<file path="config.mk">
export PLATFORM = sky130hd
export DESIGN_NAME = sensor_reg_bank_flat
export DESIGN_NICKNAME = d
export VERILOG_FILES = /design/src/rtl/sensor_reg_pkg.sv /design/src/rtl/sensor_reg_bank_if.sv /design/src/rtl/sensor_sample_fifo.sv /design/src/rtl/sensor_reg_bank.sv /design/src/flat_wrapper.sv
export SDC_FILE = /design/constraint.sdc
export NUM_CORES = 1
export LEC_CHECK = 0
export BUFFER_PORTS_ARGS = -buffer_cell sky130_fd_sc_hd__buf_2
export CAP_MARGIN = 10
export CORE_AREA = 2 2 152 139
export DETAILED_ROUTE_END_ITERATION = 7
export DIE_AREA = 0 0 154 141
export PLACE_DENSITY = 0.53
export SLEW_MARGIN = 10
export SYNTH_ARGS = -nofsm -noshare
export SYNTH_HDL_FRONTEND = slang
export SYNTH_SLANG_ARGS = --single-unit
</file>
<file path="constraint.sdc">
create_clock -name clk -period 2.76 [get_ports clk]
set_clock_uncertainty 0.2 [all_clocks]
set_input_delay 0.276 -clock clk [delete_from_list [all_inputs] [get_ports clk]]
set_output_delay 0.276 -clock clk [all_outputs]
set_load 0.03 [all_outputs]
</file>
<file path="src/rtl/sensor_reg_pkg.sv">
// ---------------------------------------------------------------------------
// sensor_reg_pkg
// Shared constants for the sensor register bank: register addresses,
// CTRL/STATUS bit positions and the default WHO_AM_I value.
// ---------------------------------------------------------------------------
package sensor_reg_pkg;

    // Register map
    localparam logic [7:0] ADDR_WHO_AM_I = 8'h00;
    localparam logic [7:0] ADDR_CTRL     = 8'h01;
    localparam logic [7:0] ADDR_STATUS   = 8'h02;
    localparam logic [7:0] ADDR_FIFO_CNT = 8'h03;
    localparam logic [7:0] ADDR_FIFO_DATA = 8'h04;
    localparam logic [7:0] ADDR_WATERMARK = 8'h05;

    // CTRL bit positions
    localparam int CTRL_EN      = 0;
    localparam int CTRL_FLUSH   = 1;
    localparam int CTRL_WM_IEN  = 2;
    localparam int CTRL_OVF_IEN = 3;

    // STATUS bit positions
    localparam int STAT_EMPTY = 0;
    localparam int STAT_FULL  = 1;
    localparam int STAT_OVF   = 2;
    localparam int STAT_UDF   = 3;
    localparam int STAT_WM    = 4;

    localparam logic [7:0] DEVICE_ID_DEFAULT = 8'hA5;

endpackage

</file>
<file path="src/rtl/sensor_reg_bank_if.sv">
// ---------------------------------------------------------------------------
// sensor_reg_bank_if
// Register-access bus between the I2C slave (master modport) and the
// register bank (slave modport).
//   reg_addr   : register address
//   wr_data    : write data
//   write_en   : single-cycle write strobe
//   fifo_rd_en : single-cycle FIFO pop strobe (acts only at FIFO_DATA)
//   rd_data    : combinational read data back to the I2C slave
// ---------------------------------------------------------------------------
interface sensor_reg_bank_if;
    logic [7:0] reg_addr;
    logic [7:0] wr_data;
    logic       write_en;
    logic       fifo_rd_en;
    logic [7:0] rd_data;

    modport master (output reg_addr, output wr_data, output write_en,
                    output fifo_rd_en, input rd_data);
    modport slave  (input reg_addr, input wr_data, input write_en,
                    input fifo_rd_en, output rd_data);
endinterface

</file>
<file path="src/rtl/sensor_sample_fifo.sv">
// ---------------------------------------------------------------------------
// sensor_sample_fifo
// Synchronous show-ahead FIFO for 8-bit sensor samples.
//   clk, rst    : clock, synchronous active-high reset (pointers/count only)
//   wrEn/wrData : push request; accepted when not full, or when full and a
//                 valid pop happens in the same cycle
//   rdEn        : pop request; accepted only when not empty
//   flush       : clears pointers and count, overriding push/pop
//   headData    : entry at the read pointer (show-ahead)
//   count       : occupancy 0..DEPTH; empty/full flags
// ---------------------------------------------------------------------------
module sensor_sample_fifo #(
    parameter int DEPTH = 16,
    parameter int AW    = 4
) (
    input  logic          clk,
    input  logic          rst,
    input  logic          wrEn,
    input  logic [7:0]    wrData,
    input  logic          rdEn,
    input  logic          flush,
    output logic [7:0]    headData,
    output logic [AW:0]   count,
    output logic          empty,
    output logic          full
);

    localparam logic [AW:0] FULL_COUNT = DEPTH[AW:0];

    logic [7:0]    mem [DEPTH];
    logic [AW-1:0] wrPtr_r;
    logic [AW-1:0] rdPtr_r;
    logic [AW:0]   count_r;
    logic          popOk_s;
    logic          pushOk_s;

    assign empty    = (count_r == {(AW+1){1'b0}});
    assign full     = (count_r == FULL_COUNT);
    assign popOk_s  = rdEn & ~empty;
    // A push into a full FIFO still lands when a pop frees the head slot.
    assign pushOk_s = wrEn & (~full | popOk_s);
    assign count    = count_r;
    assign headData = mem[rdPtr_r];

    // Pointer and occupancy tracking; flush wins over any push/pop.
    always_ff @(posedge clk) begin
        if (rst || flush) begin
            wrPtr_r <= {AW{1'b0}};
            rdPtr_r <= {AW{1'b0}};
            count_r <= {(AW+1){1'b0}};
        end else begin
            if (pushOk_s) wrPtr_r <= wrPtr_r + {{(AW-1){1'b0}}, 1'b1};
            if (popOk_s)  rdPtr_r <= rdPtr_r + {{(AW-1){1'b0}}, 1'b1};
            count_r <= count_r + {{AW{1'b0}}, pushOk_s} - {{AW{1'b0}}, popOk_s};
        end
    end

    // Sample storage, deliberately not reset.
    always_ff @(posedge clk) begin
        if (pushOk_s && !flush) mem[wrPtr_r] <= wrData;
    end

endmodule

</file>
<file path="src/rtl/sensor_reg_bank.sv">
// ---------------------------------------------------------------------------
// sensor_reg_bank
// Register bank and sample FIFO downstream of the I2C slave.
//   clk, rst     : clock, synchronous active-high reset
//   bus          : register access bus (slave modport)
//   sample_valid : sensor sample strobe; sample_data : sensor sample
//   sample_en    : CTRL.EN, enables the sensor front end
//   irq          : registered active-high interrupt
// Optional feature macro: SENSOR_IRQ_EN (CTRL[3:2] interrupt enables and
// irq generation). Without it CTRL[3:2] read 0 and irq is tied low.
// ---------------------------------------------------------------------------
module sensor_reg_bank
    import sensor_reg_pkg::*;
#(
    parameter int         FIFO_DEPTH = 16,
    parameter int         FIFO_AW    = 4,
    parameter logic [7:0] DEVICE_ID  = DEVICE_ID_DEFAULT
) (
    input  logic               clk,
    input  logic               rst,
    sensor_reg_bank_if.slave   bus,
    input  logic               sample_valid,
    input  logic [7:0]         sample_data,
    output logic               sample_en,
    output logic               irq
);

    logic             ctrlEn_r;
    logic [7:0]       watermark_r;
    logic             ovf_r;
    logic             udf_r;
    logic [FIFO_AW:0] count_s;
    logic [7:0]       countExt_s;
    logic [7:0]       head_s;
    logic             empty_s;
    logic             full_s;
    logic             wrCtrl_s;
    logic             wrStatus_s;
    logic             flush_s;
    logic             pushReq_s;
    logic             popReq_s;
    logic             popOk_s;
    logic             ovfSet_s;
    logic             udfSet_s;
    logic             wm_s;
    logic [7:0]       ctrlRead_s;
    logic [7:0]       statusRead_s;

    assign wrCtrl_s   = bus.write_en & (bus.reg_addr == ADDR_CTRL);
    assign wrStatus_s = bus.write_en & (bus.reg_addr == ADDR_STATUS);
    assign flush_s    = wrCtrl_s & bus.wr_data[CTRL_FLUSH];
    assign pushReq_s  = sample_valid & ctrlEn_r;
    assign popReq_s   = bus.fifo_rd_en & (bus.reg_addr == ADDR_FIFO_DATA);
    assign popOk_s    = popReq_s & ~empty_s;
    // Overflow only when the sample is really dropped (no pop frees a slot).
    assign ovfSet_s   = pushReq_s & full_s & ~popOk_s;
    assign udfSet_s   = popReq_s & empty_s;
    assign countExt_s = 8'(count_s);
    // Watermarks above the depth can never be reached by count, so WM stays low.
    assign wm_s       = (watermark_r != 8'h00) & (countExt_s >= watermark_r);
    assign sample_en  = ctrlEn_r;

    sensor_sample_fifo #(
        .DEPTH (FIFO_DEPTH),
        .AW    (FIFO_AW)
    ) u_fifo (
        .clk      (clk),
        .rst      (rst),
        .wrEn     (pushReq_s),
        .wrData   (sample_data),
        .rdEn     (popReq_s),
        .flush    (flush_s),
        .headData (head_s),
        .count    (count_s),
        .empty    (empty_s),
        .full     (full_s)
    );

`ifdef SENSOR_IRQ_EN
    logic ctrlWmIen_r;
    logic ctrlOvfIen_r;
    logic irq_r;

    // Interrupt enable bits of CTRL.
    always_ff @(posedge clk) begin
        if (rst) begin
            ctrlWmIen_r  <= 1'b0;
            ctrlOvfIen_r <= 1'b0;
        end else if (wrCtrl_s) begin
            ctrlWmIen_r  <= bus.wr_data[CTRL_WM_IEN];
            ctrlOvfIen_r <= bus.wr_data[CTRL_OVF_IEN];
        end
    end

    // Interrupt follows the status flags one cycle later.
    always_ff @(posedge clk) begin
        if (rst) irq_r <= 1'b0;
        else     irq_r <= (wm_s & ctrlWmIen_r) | (ovf_r & ctrlOvfIen_r);
    end

    assign irq = irq_r;
`else
    assign irq = 1'b0;
`endif

    // CTRL.EN and WATERMARK registers.
    always_ff @(posedge clk) begin
        if (rst) begin
            ctrlEn_r    <= 1'b0;
            watermark_r <= 8'h00;
        end else begin
            if (wrCtrl_s) ctrlEn_r <= bus.wr_data[CTRL_EN];
            if (bus.write_en && (bus.reg_addr == ADDR_WATERMARK)) watermark_r <= bus.wr_data;
        end
    end

    // Sticky OVF/UDF; a new set event beats a same-cycle W1C.
    always_ff @(posedge clk) begin
        if (rst) begin
            ovf_r <= 1'b0;
            udf_r <= 1'b0;
        end else begin
            if (ovfSet_s)                                 ovf_r <= 1'b1;
            else if (wrStatus_s && bus.wr_data[STAT_OVF]) ovf_r <= 1'b0;
            if (udfSet_s)                                 udf_r <= 1'b1;
            else if (wrStatus_s && bus.wr_data[STAT_UDF]) udf_r <= 1'b0;
        end
    end

    // CTRL and STATUS read images; FLUSH and reserved bits read 0.
    always_comb begin
        ctrlRead_s               = 8'h00;
        ctrlRead_s[CTRL_EN]      = ctrlEn_r;
`ifdef SENSOR_IRQ_EN
        ctrlRead_s[CTRL_WM_IEN]  = ctrlWmIen_r;
        ctrlRead_s[CTRL_OVF_IEN] = ctrlOvfIen_r;
`else
        ctrlRead_s[CTRL_WM_IEN]  = 1'b0;
        ctrlRead_s[CTRL_OVF_IEN] = 1'b0;
`endif
        statusRead_s             = 8'h00;
        statusRead_s[STAT_EMPTY] = empty_s;
        statusRead_s[STAT_FULL]  = full_s;
        statusRead_s[STAT_OVF]   = ovf_r;
        statusRead_s[STAT_UDF]   = udf_r;
        statusRead_s[STAT_WM]    = wm_s;
    end

    // Combinational read mux; unmapped addresses read zero.
    always_comb begin
        bus.rd_data = 8'h00;
        case (bus.reg_addr)
            ADDR_WHO_AM_I:  bus.rd_data = DEVICE_ID;
            ADDR_CTRL:      bus.rd_data = ctrlRead_s;
            ADDR_STATUS:    bus.rd_data = statusRead_s;
            ADDR_FIFO_CNT:  bus.rd_data = countExt_s;
            ADDR_FIFO_DATA: bus.rd_data = empty_s ? 8'h00 : head_s;
            ADDR_WATERMARK: bus.rd_data = watermark_r;
            default:        bus.rd_data = 8'h00;
        endcase
    end

endmodule

</file>
<file path="src/flat_wrapper.sv">
// flat-port wrapper written by rule: the top's interface ports become plain ports
module sensor_reg_bank_flat import sensor_reg_pkg::*;
#(
    parameter int         FIFO_DEPTH = 16,
    parameter int         FIFO_AW    = 4,
    parameter logic [7:0] DEVICE_ID  = DEVICE_ID_DEFAULT
)
  (clk, rst, sample_valid, sample_data, sample_en, irq, bus_reg_addr, bus_wr_data, bus_write_en, bus_fifo_rd_en, bus_rd_data);
  sensor_reg_bank_if bus_i ();
  input  logic clk;
  input  logic rst;
  input  logic sample_valid;
  input  logic [7:0] sample_data;
  output logic sample_en;
  output logic irq;
  input wire logic [$bits(bus_i.reg_addr)-1:0] bus_reg_addr;
  input wire logic [$bits(bus_i.wr_data)-1:0] bus_wr_data;
  input wire logic [$bits(bus_i.write_en)-1:0] bus_write_en;
  input wire logic [$bits(bus_i.fifo_rd_en)-1:0] bus_fifo_rd_en;
  output wire logic [$bits(bus_i.rd_data)-1:0] bus_rd_data;
  assign bus_i.reg_addr = bus_reg_addr;
  assign bus_i.wr_data = bus_wr_data;
  assign bus_i.write_en = bus_write_en;
  assign bus_i.fifo_rd_en = bus_fifo_rd_en;
  assign bus_rd_data = bus_i.rd_data;
  sensor_reg_bank #(.FIFO_DEPTH(FIFO_DEPTH), .FIFO_AW(FIFO_AW), .DEVICE_ID(DEVICE_ID)) u_core (.clk(clk), .rst(rst), .bus(bus_i), .sample_valid(sample_valid), .sample_data(sample_data), .sample_en(sample_en), .irq(irq));
endmodule
</file>
Word level (Yosys, flattened, before mapping)
Memory sizes are Yosys's and may differ from the RTL's. A register that Yosys moved wholly into a read port is not among the register bits.
Index checks and enable logic that the tools add are counted.
- reductions and logical operators: 11
- magnitude comparators: 1
- bitwise logic cells: 15
- mux-type cells: 10
- add/subtract/negate cells: 4
- eq/ne operators: 6
- operator list (kind ; number):
    8-bit one-hot mux with 6 select lines ; 1
    8-bit by 2-bit == test with 1-bit output, second input constant ; 2
    8-bit by 3-bit == test with 1-bit output, second input constant ; 2
    1-bit bitwise AND ; 11
    4-bit by 1-bit adder with 4-bit output, second input constant ; 2
    8-bit by 1-bit == test with 1-bit output, second input constant ; 1
    5-bit by 8-bit greater-or-equal comparator with 1-bit output ; 1
    8-bit zero test ; 1
    4-bit two-way mux ; 2
    8-bit two-way mux ; 1
    8-bit nonzero test ; 1
    1-bit two-way mux ; 6
    5-bit by 1-bit adder with 5-bit output ; 1
    5-bit == test, second input constant ; 1
    5-bit zero test ; 1
    5-bit by 1-bit subtractor with 5-bit output ; 1
    1-bit logical AND ; 4
    2-bit nonzero test ; 2
    1-bit NOT ; 3
    1-bit zero test ; 1
    1-bit logical OR ; 1
    1-bit bitwise OR ; 1
- memory bits (writable): 128
- flip-flop bits (word level): 24
- word-level logic and storage cells: 55
- memories kept: 1
- output and inout port bits: 10
- memory list (memory ; depth ; bits a word ; rd ports ; clocked after memory_dff ; write ports ; RTL line ; text):
    u_core.u_fifo.mem ; 16 ; 8 ; 1 ; 1 ; 1 ; sensor_sample_fifo.sv:30 ; logic [7:0] mem [DEPTH];

Depth between registers and ports, before layout
Gate-level depths: netlist (run 1).
- word-level depth: 8
- gate-level depth with buffers: 14
- depth with buffers taken out: 13

Modules after synthesis
Synthesis (run 1) repeated with hierarchy kept, for this count alone.
- cells, all modules: 429
- area, all modules: 6718.9 sq um
- by module, submodules not included (module ; cells an instance ; area each (sq um) ; instances ; seq. area each (sq um)):
    sensor_sample_fifo ; 313 ; 5813.1 ; 1 ; 4184.0
    sensor_reg_bank ; 116 ; 905.9 ; 1 ; 220.2

Least setup slack after synthesis (run 1)
OpenSTA, ideal clock, no wires.
- path kind: register to register
- start point: register u_core.u_fifo.count_r[3], in the netlist u_core.u_fifo.count[3]
- end point: register u_core.u_fifo.count_r[4], in the netlist u_core.u_fifo.count[4]
- required time: 2.439 ns
- setup slack: -0.219 ns
- stages on the path, launching flop included: 15
- period minus slack after synthesis: 2.979 ns
- arrival time: 2.658 ns
- path through: dfxtp_1 > inv_1 > ha_1 > or4bb_1 > clkbuf_1 > o21ai_0 > ha_1 > inv_1 > ha_1 > inv_1 > fa_1 > nand2b_1 > a21oi_1 > o21ai_0 > nor3b_1
- cells in the longest elaborated chain, start to end: 7
- elaborated cells between the ends (all ways): 9
- RTL lines (what ; RTL line ; text):
    from (decl) ; sensor_sample_fifo.sv:33 ; logic [AW:0] count_r;
    from (signal assigned) ; sensor_sample_fifo.sv:50 ; count_r <= {(AW+1){1'b0}};
    from (signal assigned) ; sensor_sample_fifo.sv:54 ; count_r <= count_r + {{AW{1'b0}}, pushOk_s} - {{AW{1'b0}}, popOk_s};
    5-bit zero test ; sensor_sample_fifo.sv:37 ; assign empty = (count_r == {(AW+1){1'b0}});
    1-bit NOT ; sensor_sample_fifo.sv:39 ; assign popOk_s = rdEn & ~empty;
    1-bit bitwise AND ; sensor_sample_fifo.sv:39 ;
    1-bit bitwise OR ; sensor_sample_fifo.sv:41 ; assign pushOk_s = wrEn & (~full | popOk_s);
    1-bit bitwise AND ; sensor_sample_fifo.sv:41 ;
    5-bit by 1-bit adder with 5-bit output ; sensor_sample_fifo.sv:54 ;
    5-bit by 1-bit subtractor with 5-bit output * ; sensor_sample_fifo.sv:54 ;
Mark *: on every way between the ends. The rest lies on a longest branch, timed or not.
A chain may end at the register's enable or synchronous reset.

Final worst setup path (run 1)
Ends and elaborated chain as after synthesis.

==> impl_metrics.ini, run 1 <==
[route]
vias = 4424
drc = 0
routedWlPerCell_um = 20.60
wl_um = 17200
drt_iter0_markers = 303
viasPerCell = 5.298
drt-pass1-iter-count = 5
ant_nets = 0

[power]
p_seq_share_pct = 53.0
clock_power_share_pct = 44.5
p_comb_share_pct = 2.5
switching_power_mw = 1.042
vdd_drop_max_mv = 0.4026
power.leakage_nw = 2.972
p_int_mw = 3.747
power_mw = 4.789
power.density_nw_per_um2 = 557.2
p_sw_share_pct = 21.75

[die]
ios = 39
die-area_um2 = 21710
core_region_area_um2 = 20330
rows = 50
die_h_um = 141
initial_core_util_pct = 34.19
die_w_um = 154

[sta]
setup_ws_ps = -41.75
fmax_mhz = 356.9
max-slew-margin-rel_pct = 25.39
rsz0062_at_grt = yes
hold-worst-slack_ps = 28.63
setup_viol = 1
setup_tns_ps = -41.75
worst_pin_slew_ps = 1115
min_period_ps = 2802
slew_viol_final = 0
period_share_pct = 101.5
finalHoldViolCount = 0

[logic_synthesis]
syn-instance-count = 471
syn_nets = 517
netlist_area_um2 = 6952
ys_ff_latch = 156
ys.flop_type = edfxtp_1
yosysTopAreaCell = edfxtp_1
yosysWarnings = 0
yosys-top-cells-count = edfxtp_1 (128), mux2i_1 (37), nor2_1 (29)
netlist.area_leader.share_pct = 55.29
ys_types = 65
synthTopCellsByArea = edfxtp_1 (55%), dfxtp_1 (8.1%), mux2i_1 (5.3%), mux4_2 (4.5%), ha_1 (2.9%)
synth-edff-count = 128
ys_seq_area_share_pct = 63.35
synth_area_per_cell_um2 = 14.76
yosysMostFrequentCell = edfxtp_1
async_flop_share_pct = 0

[worst_setup_path]
crit_fanout = 2
r2r_start = u_core.u_fifo.count[3]$_SDFF_PP0_
ff2ff_setup_slack_ps = -40
worstPathRequired_ps = 2850
worst_setup_path_start_kind = register
arrival_ps = 2900
rr_endpoint = u_core.u_fifo.count[4]$_SDFF_PP0_
ff2ff_path_depth = 13
worst-setup-path-type = reg -> reg
end_kind = register

[place]
place_congestion = 0.8409
dpl_worst_slack_ps = -43.12
port_buffers = 37
dp_cells = 775
dp_hpwl_um = 11790
dpl_cell_area_um2 = 7661

[global_route]
grt-ovfl-total = 0
grt_pass1_vias = 4586
grt_pass1_wl_um = 26050
grtUsageTotal_pct = 16.20
antenna_found_initial = 0
grt_max_degree = 28

[min_path]
min_to = u_core.u_fifo.mem[1][6]$_DFFE_PP_
worst_hold_path_type = in -> reg
min_from = sample_data[6]
hold_depth = 1

[flow_run]
drv_cap = 0

[final_layout]
antenna_cells = 0
utilization_pct = 42.27
syn2layout_area_growth_pct = 23.63
final_area_um2 = 8594
layout-drive-gt1-share_pct = 29.57
fin_cells = 835
nNetsFinal = 608
nFillCells = 1808

[clocking]
cts-buffers-inserted = 17
clk-insertion-delay-late_ps = 420
cts_tree = done
cts_sinks = 156
path_clk_slew_ps = 70
h-tree-depth = 4
clockBufferDepth = 2
root_buffer = clkbuf_16

[outcome]
status = complete, but fails checks
violations = negative setup slack
[state kept, by name (all words and copies together) (netlist names), named ones only]
register and count:
u_core.watermark_r 8, u_core.u_fifo.wrPtr_r 4, u_core.u_fifo.mem 128, u_core.sample_en 1
u_core.udf_r 1, u_core.u_fifo.count 5, u_core.ovf_r 1, u_core.u_fifo.rdPtr_r 4
[cells by family (layout without fill, tap and decap cells)]
group | after synthesis | in the layout | synth area share (%)
buffers and inverters | 44 | 148 | 2.880
adder cells (fa/ha/maj) | 17 | 17 | 3.168
other | 1 | 1 | 0.05394
XOR/XNOR | 3 | 3 | 0.3780
AND/OR/NAND/NOR | 125 | 125 | 10.64
multiplexers | 61 | 61 | 13.00
flip-flops | 156 | 156 | 63.36
AO/OA/AOI/OAI | 64 | 64 | 6.534
[per-layer routing]
layer	track usage (%)	up-vias	share of wire [%]
met5	0	-	0
li1	-	2027	-
met2	26.22	131	48
met1	21.33	2242	45
met4	4.870	0	1.7
met3	4.550	24	5.4
[power groups by stage]
stage	logic (mW)	clock network, mW	registers [mW]
final	0.119	2.13	2.54
after global routing	0.129	2.27	2.54
after CTS	0.119	2.17	2.54
after detailed placement	0.108	0	2.59
after global placement	0.104	0	2.59
after floorplan	0.0337	0	2.59
[worst max-delay path: stages, from the launching register on]
cell      delay (ps)
dfxtp_2          320
inv_2             70
ha_4             130
or4bb_4          470
o21ai_2          160
ha_1             240
inv_1             60
ha_2             170
inv_2             40
fa_2             330
nand2b_4         160
a21oi_4          120
o21ai_1           60
nor3b_1          140
[cell type report]
class                      count  area, µm²  area share [%]
sequential                   156       4414           51.36
multi-input combinational    271       2454           28.55
timing repair buffer          99      795.8           9.259
clock buffer                  18      429.2           4.993
tap                          260      325.3           3.785
clock inverter                14      112.6           1.310
inverter                      17      63.81          0.7425
[worst max path at each step]
stage / startpoint / end / slack, ps / cells past startpoint
floorplan: u_core.u_fifo.count[3]$_SDFF_PP0_ / u_core.u_fifo.count[4]$_SDFF_PP0_ / -20 / 14
global placement: bus_reg_addr[7] / u_core.u_fifo.mem[12][0]$_DFFE_PP_ / 0.7 / 6
detailed placement: bus_reg_addr[3] / u_core.u_fifo.mem[12][0]$_DFFE_PP_ / -40 / 6
CTS: u_core.u_fifo.count[3]$_SDFF_PP0_ / u_core.u_fifo.count[4]$_SDFF_PP0_ / -50 / 13
global route: u_core.u_fifo.count[2]$_SDFF_PP0_ / u_core.u_fifo.count[4]$_SDFF_PP0_ / -150 / 13
finish: u_core.u_fifo.count[3]$_SDFF_PP0_ / u_core.u_fifo.count[4]$_SDFF_PP0_ / -40 / 13
[placed cells by master (no fill, tap or decap), drive strengths merged, types with 7 or more instances in the layout]
master	instances
mux2i	37
a21oi	12
nand3	19
ha	16
edfxtp	128
nand4	8
dfxtp	28
dlygate4sd3	17
nand2	14
nor2b	8
nor2	30
nand2b	11
clkbuf	20
buf	80
mux4	21
o21ai	11
inv	22
a22oi	7
[repair_timing]
action,CTS,global route
hold endpoints to repair,10,0
pin swaps,3,7
buffers inserted,5,4
hold buffers,17,0
gates cloned,0,2
endpoints found under the setup margin,9,9
resized for setup,26,11
No activity file was read; power rests on OpenSTA's default activity.
==> run 2, diff against run 1 <==
--- a/config.mk
+++ b/config.mk
@@ -15,3 +15,4 @@
 export SYNTH_ARGS = -nofsm -noshare
 export SYNTH_HDL_FRONTEND = slang
 export SYNTH_SLANG_ARGS = --single-unit
+export TNS_END_PERCENT = 50
==> run 2 against run 1 <==
  * The flow still finishes with violations (negative setup slack)
  * Cell area down 0.42%
  * Power barely moved
  * Count of clock-buffer cells in the layout unchanged
  * Sequential power barely moved
  * Setup slack improved by 7.6 ps
  * Global-route usage about the same
  * Fmax increased by 0.27%
  * Utilization fell by 0.18 points
  * Combinational power is essentially flat
  * Register-to-register slack is essentially flat
  * Via count shrank 0.70%
  * Largest power group unchanged
  * Highest routed layer unchanged
==> impl_metrics.ini, run 2 (same netlist as run 1, synthesis figures left out) <==
[outcome]
status = complete, but fails checks
violations = negative setup slack

[route]
ant_nets = 0
drt-pass1-iter-count = 4
viasPerCell = 5.274
vias = 4393
routedWlPerCell_um = 20.43
wl_um = 17020
drc = 0
drt_iter0_markers = 302

[power]
power_mw = 4.785
vdd_drop_max_mv = 0.3980
power.leakage_nw = 2.953
power.density_nw_per_um2 = 559.1

[min_path]
hold_depth = 1
min_to = u_core.u_fifo.mem[1][6]$_DFFE_PP_
min_from = sample_data[6]
worst_hold_path_type = in -> reg

[die]
rows = 50
ios = 39
core_region_area_um2 = 20330
die-area_um2 = 21710
die_h_um = 141
die_w_um = 154
initial_core_util_pct = 34.19

[final_layout]
utilization_pct = 42.09
final_common_cell = edfxtp_1
nNetsFinal = 606
ff_latch_area_um2 = 4414
syn2layout_area_growth_pct = 23.11
regMostFlops = u_core.u_fifo.mem
layout-drive-gt1-share_pct = 29.49
final_cell_mix = edfxtp_1 (128), buf_4 (41), mux2i_1 (37)
antenna_cells = 0
largest_reg_flops = 128
multi_input_area_um2 = 2450
nFillCells = 1816

[global_route]
grt_max_degree = 28
antenna_found_initial = 0
grt-ovfl-total = 0
grtUsageTotal_pct = 16.20
grt_pass1_wl_um = 26030
grt_pass1_vias = 4582

[clocking]
clockBufferDepth = 2
cts-buffers-inserted = 17
clk-insertion-delay-late_ps = 430
h-tree-depth = 4
cts_sinks = 156
cts_tree = done
root_buffer = clkbuf_16
path_clk_slew_ps = 70

[sta]
rsz0062_at_grt = yes
slew_viol_final = 0
max-slew-margin-rel_pct = 28.69
fmax_mhz = 357.9
setup_viol = 1
worst_pin_slew_ps = 1066
setup_ws_ps = -34.12
period_share_pct = 101.2
min_period_ps = 2794
finalHoldViolCount = 0

[worst_setup_path]
crit_fanout = 2
worst_setup_path_start_kind = register
end_kind = register
r2r_start = u_core.u_fifo.count[3]$_SDFF_PP0_
worstPathRequired_ps = 2860
arrival_ps = 2890
worst-setup-path-type = reg -> reg
rr_endpoint = u_core.u_fifo.count[4]$_SDFF_PP0_
ff2ff_path_depth = 13
ff2ff_setup_slack_ps = -30

[place]
place_congestion = 0.8409
port_buffers = 37
dp_hpwl_um = 11790

[flow_run]
drv_cap = 0
-- run 2: cell count changes in the layout (fill, tap and decap cells not counted), sizes merged --
cell    previous run  this run
buf               80        79
clkbuf            20        19
-- run 2: cell type report --
cell class,count,share of cell area [%]
flip-flops and latches,156,51.58
clock buffers,18,5.015
clock inverters,14,1.316
repair buffers,97,8.918
well taps,260,3.801
multi-input cells,271,28.63
inverters,17,0.7456
-- run 2: what timing repair did --
action / 4_1_cts / 5_1_grt
endpoints found under the setup margin: 9 / 9
hold buffers: 17 / 0
cloned: 0 / 1
pin swaps: 3 / 6
hold endpoints to repair: 10 / 0
resized for setup: 25 / 13
buffers inserted: 3 / 5
-- run 2: worst max-delay path by stage --
stage                                                  from                                 end  slack [ps]
after global placement                      bus_reg_addr[7]  u_core.u_fifo.mem[12][0]$_DFFE_PP_         0.7
after detailed placement                    bus_reg_addr[3]  u_core.u_fifo.mem[12][0]$_DFFE_PP_         -40
after CTS                 u_core.u_fifo.count[3]$_SDFF_PP0_   u_core.u_fifo.count[4]$_SDFF_PP0_         -50
final                     u_core.u_fifo.count[3]$_SDFF_PP0_   u_core.u_fifo.count[4]$_SDFF_PP0_         -30
after global routing      u_core.u_fifo.count[2]$_SDFF_PP0_   u_core.u_fifo.count[4]$_SDFF_PP0_        -150
after floorplan           u_core.u_fifo.count[3]$_SDFF_PP0_   u_core.u_fifo.count[4]$_SDFF_PP0_         -20
-- run 2: metal layers --
layer  vias up  global-route usage (%)  share of wire, %
met5         -                       0                 0
met4         0                   4.870               1.5
met3        25                   4.550               5.5
met2       128                   26.20                48
met1      2214                   21.33                45
li1       2026                       -                 -
-- run 2: through the flow --
| stage | instances | cell area (µm²) | TNS (ps) | setup WS, ps | hold WS [ps] |
|---|---|---|---|---|---|
| 3_3_place_gp | 775 | 7661 | 0 | 0.7205 | 272.5 |
| 5_1_grt | 833 | 8558 | -404.4 | -149.9 | 18.70 |
| 6_report | 833 | 8558 | -34.12 | -34.12 | 21.71 |
| 4_1_cts | 827 | 8457 | -60.41 | -52.60 | 11.38 |
| 2_1_floorplan | 471 | 7003 | -22.97 | -22.97 | 174.9 |
| 3_5_place_dp | 775 | 7661 | -823.3 | -43.12 | 267.5 |
-- run 2: report_power, final --
part	internal, mW	switching, mW
sequential	2.54	0.000233
combinational	0.0433	0.0756
clock	1.16	0.962
total	3.75	1.04
-- run 2: worst max-delay path: stages (launching register included) --
cell and delay, ps:
dfxtp_2 320, inv_2 70, ha_4 130, or4bb_4 470, o21ai_2 160, ha_1 240
inv_1 60, ha_2 170, inv_2 40, fa_2 330, nand2b_4 160, a21oi_4 120
o21ai_1 60, nor3b_1 140
